**src/rtl/pc_pkg.sv**
```systemverilog
// pc_pkg: next-PC source encodings and the default reset vector
package pc_pkg;
    localparam logic [1:0] PC_SEL_INC  = 2'b00;
    localparam logic [1:0] PC_SEL_BUS  = 2'b01;
    localparam logic [1:0] PC_SEL_ADDR = 2'b10;
    localparam logic [1:0] PC_SEL_POP  = 2'b11;
    localparam logic [15:0] PC_RESET_VECTOR = 16'h3000;
endpackage

```
**src/rtl/pc_return_stack.sv**
```systemverilog
// pc_return_stack: circular return-address stack; a push when full overwrites the oldest entry
module pc_return_stack #(
    parameter int WIDTH = 16,
    parameter int RS_DEPTH = 4
) (
    input  logic             clk,
    input  logic             reset,
    input  logic             push,
    input  logic             pop,
    input  logic             clear_err,
    input  logic [WIDTH-1:0] push_data,
    output logic [WIDTH-1:0] top_data,
    output logic             empty,
    output logic             full,
    output logic             overflow,
    output logic             underflow
);
    localparam int PW = $clog2(RS_DEPTH);
    localparam int CW = $clog2(RS_DEPTH + 1);
    logic [WIDTH-1:0] mem [RS_DEPTH];
    logic [PW-1:0] top, top_nxt, wr_idx;
    logic [CW-1:0] count, count_nxt;
    logic replace, grow, shrink, ovf_set, unf_set;
    assign empty = count == '0;
    assign full = count == CW'(RS_DEPTH);
    assign top_data = mem[top];
    // classify the operation: replace the top on push+pop, otherwise grow or shrink
    always_comb begin
        replace = push && pop && !empty;
        grow = push && !replace;
        shrink = pop && !push && !empty;
        ovf_set = grow && full;
        unf_set = pop && empty;
        wr_idx = replace ? top : top + PW'(1);
        top_nxt = grow ? top + PW'(1) : shrink ? top - PW'(1) : top;
        count_nxt = (grow && !full) ? count + CW'(1) : shrink ? count - CW'(1) : count;
    end
    // storage, pointer, count and sticky flags; an error on the same edge beats clear_err
    always_ff @(negedge clk or posedge reset) begin
        if (reset) begin
            for (int i = 0; i < RS_DEPTH; i++) mem[i] <= '0;
            top <= '0;
            count <= '0;
            overflow <= 1'b0;
            underflow <= 1'b0;
        end else begin
            if (grow || replace) mem[wr_idx] <= push_data;
            top <= top_nxt;
            count <= count_nxt;
            overflow <= ovf_set || (overflow && !clear_err);
            underflow <= unf_set || (underflow && !clear_err);
        end
    end
endmodule

```
**src/rtl/pc_unit.sv**
```systemverilog
// pc_unit: program counter with internal next-PC mux and return stack; PC_UNIT_TRACE_EN adds prev_pc
module pc_unit
    import pc_pkg::*;
#(
    parameter int WIDTH = 16,
    parameter logic [15:0] RESET_VECTOR = PC_RESET_VECTOR,
    parameter int RS_DEPTH = 4
) (
    input  logic             clk,
    input  logic             reset,
    input  logic             ld_pc,
    input  logic [1:0]       pc_sel,
    input  logic             push,
    input  logic [WIDTH-1:0] bus_in,
    input  logic [WIDTH-1:0] addr_in,
    input  logic             clear_err,
`ifdef PC_UNIT_TRACE_EN
    output logic [WIDTH-1:0] prev_pc,
`endif
    output logic [WIDTH-1:0] pc_out,
    output logic [WIDTH-1:0] pc_plus1,
    output logic             rs_empty,
    output logic             rs_full,
    output logic             rs_overflow,
    output logic             rs_underflow
);
    localparam logic [WIDTH-1:0] RV = WIDTH'(RESET_VECTOR);
    logic [WIDTH-1:0] pc_nxt, top_data;
    logic pop_en, push_en;
    assign pc_plus1 = pc_out + WIDTH'(1);
    assign pop_en = ld_pc && pc_sel == PC_SEL_POP;
    assign push_en = ld_pc && push;
    // next-PC source select; a pop from an empty stack holds the PC
    always_comb begin
        pc_nxt = !ld_pc ? pc_out :
                 pc_sel == PC_SEL_INC  ? pc_plus1 :
                 pc_sel == PC_SEL_BUS  ? bus_in :
                 pc_sel == PC_SEL_ADDR ? addr_in :
                 rs_empty ? pc_out : top_data;
    end
    // PC register
    always_ff @(negedge clk or posedge reset) begin
        if (reset) pc_out <= RV;
        else pc_out <= pc_nxt;
    end
`ifdef PC_UNIT_TRACE_EN
    // remember the PC that was current before each load
    always_ff @(negedge clk or posedge reset) begin
        if (reset) prev_pc <= RV;
        else if (ld_pc) prev_pc <= pc_out;
    end
`endif
    pc_return_stack #(.WIDTH(WIDTH), .RS_DEPTH(RS_DEPTH)) u_rs (
        .clk(clk),
        .reset(reset),
        .push(push_en),
        .pop(pop_en),
        .clear_err(clear_err),
        .push_data(pc_plus1),
        .top_data(top_data),
        .empty(rs_empty),
        .full(rs_full),
        .overflow(rs_overflow),
        .underflow(rs_underflow)
    );
endmodule

```
**config.mk**
```make
export PLATFORM = sky130hd
export DESIGN_NAME = pc_unit
export DESIGN_NICKNAME = d
export VERILOG_FILES = /design/src/rtl/pc_pkg.sv /design/src/rtl/pc_return_stack.sv /design/src/rtl/pc_unit.sv
export SDC_FILE = /design/constraint.sdc
export NUM_CORES = 1
export LEC_CHECK = 0
export CORE_MARGIN = 2
export CORE_UTILIZATION = 45
export CTS_CLUSTER_DIAMETER = 100
export CTS_CLUSTER_SIZE = 20
export DETAILED_ROUTE_END_ITERATION = 7
export HOLD_SLACK_MARGIN = 0.03
export PLACE_DENSITY = 0.68
export SLEW_MARGIN = 10
export SYNTH_ARGS = -nofsm -noshare
export SYNTH_HDL_FRONTEND = slang
export SYNTH_HIERARCHICAL = 1
export SYNTH_SLANG_ARGS = --single-unit
```
**constraint.sdc**
```tcl
create_clock -name clk -period 3.73 [get_ports clk]
set_input_delay 0.746 -clock clk [delete_from_list [all_inputs] [get_ports clk]]
set_output_delay 0.746 -clock clk [all_outputs]
set_load 0.02 [all_outputs]
```
; ---- After elaboration in Yosys (flattened, before gate mapping)
; Cells that the tools add are included.
[totals]
out_inout_bits = 36
input_bits = 39
regBits = 87
elab_cells = 65
[classes]
n_mux = 15
magnitude_cmp = 3
n_reduce_logical = 26
n_addsub = 5
n_bitwise = 2
eq_ne = 5
[ops]
columns = cell, count
row1 = 16-bit 2-to-1 mux, 7
row2 = 64-bit bitwise mux, 1
row3 = 16-bit binary-select mux with 2-bit select, 1
row4 = 16-bit demux with 2-bit select, 1
row5 = 16-bit by 1-bit adder with 16-bit output (second input constant), 1
row6 = 1-bit logical AND, 13
row7 = 3-bit >= comparator (second input constant), 2
row8 = 2-bit 2-to-1 mux, 3
row9 = 3-bit 2-to-1 mux, 2
row10 = 2-bit inverter with 3-bit output, 2
row11 = 1-bit logical NOT, 5
row12 = 2-bit == test (second input constant), 2
row13 = 4-bit by 1-bit inequality test with 1-bit output (second input constant), 1
row14 = 2-bit nonzero test, 2
row15 = 3-bit by 1-bit adder with 3-bit output (second input constant), 1
row16 = 3-bit == test (second input constant), 1
row17 = 3-bit logical NOT, 1
row18 = 1-bit logical OR, 3
row19 = 3-bit by 1-bit less-than comparator with 1-bit output (second input constant), 1
row20 = 3-bit by 1-bit subtractor with 3-bit output (second input constant), 1
row21 = 2-bit by 1-bit adder with 2-bit output (second input constant), 1
row22 = 2-bit by 1-bit == test with 1-bit output (second input constant), 1
row23 = 2-bit logical NOT, 1
row24 = 2-bit AND reduction, 1
row25 = 2-bit by 1-bit subtractor with 2-bit output (second input constant), 1

; ---- Depth between registers and ports, before layout
[depth]
depth_word = 11
ltp_mapped = 10

; ---- By module
; Netlist, hierarchy kept.
[by_module_without_submodules]
columns = module, n_inst, area_each_um2, cells_each, seq_area_each_um2
row1 = pc_return_stack, 1, 3467.1, 232, 1776.7
row2 = pc_unit, 1, 1616.6, 198, 402.9

==> results.ini <==
[run_status]
status = complete, but fails checks
violations = setup timing

[route]
dr.pass1.iters = 5
via_count = 4543
remaining_drc_errors = 0
antenna_left = 0
via_per_inst = 5.75
avgRoutedWirePerCell_um = 21.9
drtIter0Drc = 316
finalWirelength_mm = 17.3

[cts]
clk_path_buf_depth = 2
cts_hold_buffers = 0
htreeDepth = 3
numCtsBuffers = 9
root_buffer = clkbuf_16
cts_tree = built
cts_sinks = 87
path_clk_slew_ps = 50
clk_latency_ps = 400

[sta]
finalHoldViolCount = 0
slew_viol_final = 0
tightestPinTransition_ps = 873
rsz0062_at_grt = yes
whs_ps = 452
fin_worst_skew_ps = 55.4
slew_headroom_pct = 41.8
setup_ws_ps = -946
finalSetupViolations = 94

[floorplan]
io_pins = 75
fp-row-count = 38
fp.dieW_um = 110
die_h_um = 110
core_mm2 = 0.0109
initial_core_util_pct = 46.5
dieArea_mm2 = 0.0122

[finish]
fillers = 595
regArea_mm2 = 0.00218
final_layout_size_suffix_gt1_share_pct = 57.7
diodes = 0
multi_input_area_mm2 = 0.00337
fin_util_pct = 77.2
final_nets = 690
area_delta_synth_final_pct = 66.1

[logic_synthesis]
syn_area_per_cell_um2 = 11.8
yosys_warnings = 6
synth_top_area_share_pct = 41.8
synth_edf_count = 0
ys_seq_area_share_pct = 42.9
synth.area.top_cells = dfrtn_1 42%, mux2_2 11%, mux4_2 7.1%
yosys-top-cells-count = 85 x dfrtn_1, 51 x mux2_2, 32 x nand2_1
syn_area_mm2 = 0.00508
async_flop_share_pct = 100
ys_types = 67
synthCells = 430
yosysMostFrequentCell = dfrtn_1
yosys.area.top_type = dfrtn_1
syn_nets = 475
ys_seq_elements = 87
ys.flop_type = dfrtn_1

[grt]
grt_pass1_wl_mm = 24.8
track_usage_pct = 27.6
grt_pass1_vias = 4598
grt_max_degree = 25
gr-total-overflow = 0
antenna_found_initial = 0

[setup_path]
crit_required_ps = 2980
crit_path_end_kind = output port
cp-start-kind = flip-flop
worst-path-buf-inv = 4
crit_path_max_incr_delay_ps = 540
timing.rr.start = u_rs/top[1]
crit_type = reg2out
r2r_slack_ps = 1250
crit_start = pc_out[5]
crit_fanout = 5
cpMostUsedCell = buf_6
slowest_stage = dfrtn_1
critPathArrivalTime_ps = 3930
crit_family = flip-flops
worstPathCellList = buf_4 > buf_6 > and4_1 > buf_6 > and4_4 > xor2_4 > buf_6

[power_and_ir_drop]
peakVddDrop_uv = 517
powerDensity_mw_per_mm2 = 831
p_leak_nw = 3.83

[placed_design]
place_congestion = 0.899
dpl.hpwl_mm = 10.4
port_buffers = 74

[min_path]
min-delay-start = u_rs/mem[35]
hold_path_class = reg2reg

[flow_run]
maxCapViolations = 0

-- report_power, final --
group	internal [mW]	switching [mW]
sequential	1.44	0.419
combinational	2.43	1.82
clock	0.498	0.406
-- timing repair --
item                                    CTS  global route
endpoints found under the setup margin  122           113
buffers inserted                         42            23
endpoints found under the hold margin     0             0
resized for setup                       268            62
pin swaps                                35            28
gates cloned                              4             1
-- registers in the layout (all words and copies together), names as in the netlist --
signal,cells
pc_out,16
u_rs/count,3
u_rs/mem,64
u_rs/overflow,1
u_rs/top,2
u_rs/underflow,1
-- layout make-up --
cell class	instances	share of cell area [%]
clock buffers	11	3.01
clock inverters	7	0.548
inverters	14	0.726
multi-input cells	293	39.9
flip-flops and latches	87	25.8
well taps	140	2.07
repair buffers	238	27.9
-- logic make-up after synthesis --
family	Yosys count	share of synthesized area (%)
and+or+nand+nor	90	9.94
DFF	87	42.9
muxes	98	25.6
AOI/OAI and AO/OA	81	11.0
buffers and inverters	50	5.44
xor gates and xnor gates	18	3.47
adders and majority gates	6	1.62
-- metal layers --
| metal | routed length (um) | vias to the layer above | global-route usage, % |
|---|---|---|---|
| met5 | 0 | - | 0 |
| li1 | - | 2006 | - |
| met3 | 1070 | 49 | 4.17 |
| met4 | 619 | 0 | 9.29 |
| met2 | 8540 | 188 | 46.3 |
| met1 | 7070 | 2300 | 36.8 |
-- cells in the final DEF (no fill, tap or decap), drive strengths merged, types with 13 or more instances in the layout --
master and instances:
clkdlybuf4s50 34, nand2 32, o21ai 23, xnor2 13, dfrtn 85, buf 199
nand3 15, inv 16, mux2 68, mux2i 14, clkbuf 13, mux4 16
a21oi 20
-- worst paths after layout --
kind | end | cells past startpoint
worst max register to register | pc_out[11] | 6
max in group asynchronous | pc_out[14] | 3
worst max-delay path | pc_plus1[12] | 7
worst min-delay path | u_rs/mem[35] | 1
worst min register to register | u_rs/mem[35] | 1
min in group asynchronous | u_rs/mem[56] | 2
-- worst register-to-register path: stages, from the launching register on --
cell and delay [ps]:
dfrtn_1 710, buf_4 330, mux4_2 520, mux2_4 270
mux2_4 280, o22ai_4 150, a2bb2oi_2 70
-- per-stage QoR --
stage               cells  setup WS, ps  total power, mW  setup TNS (ps)  area [um^2]
global route          790          -976             7.33          -22590         8440
detailed placement    717          -993             5.26          -87280         7180
finish                790          -946             7.02          -18870         8440
floorplan             430          -590             3.96          -22570         5660
CTS                   777          -815             6.59          -18430         8160
global placement      717          -972             5.16          -83350         7180
(Power assumes the default switching activity.)
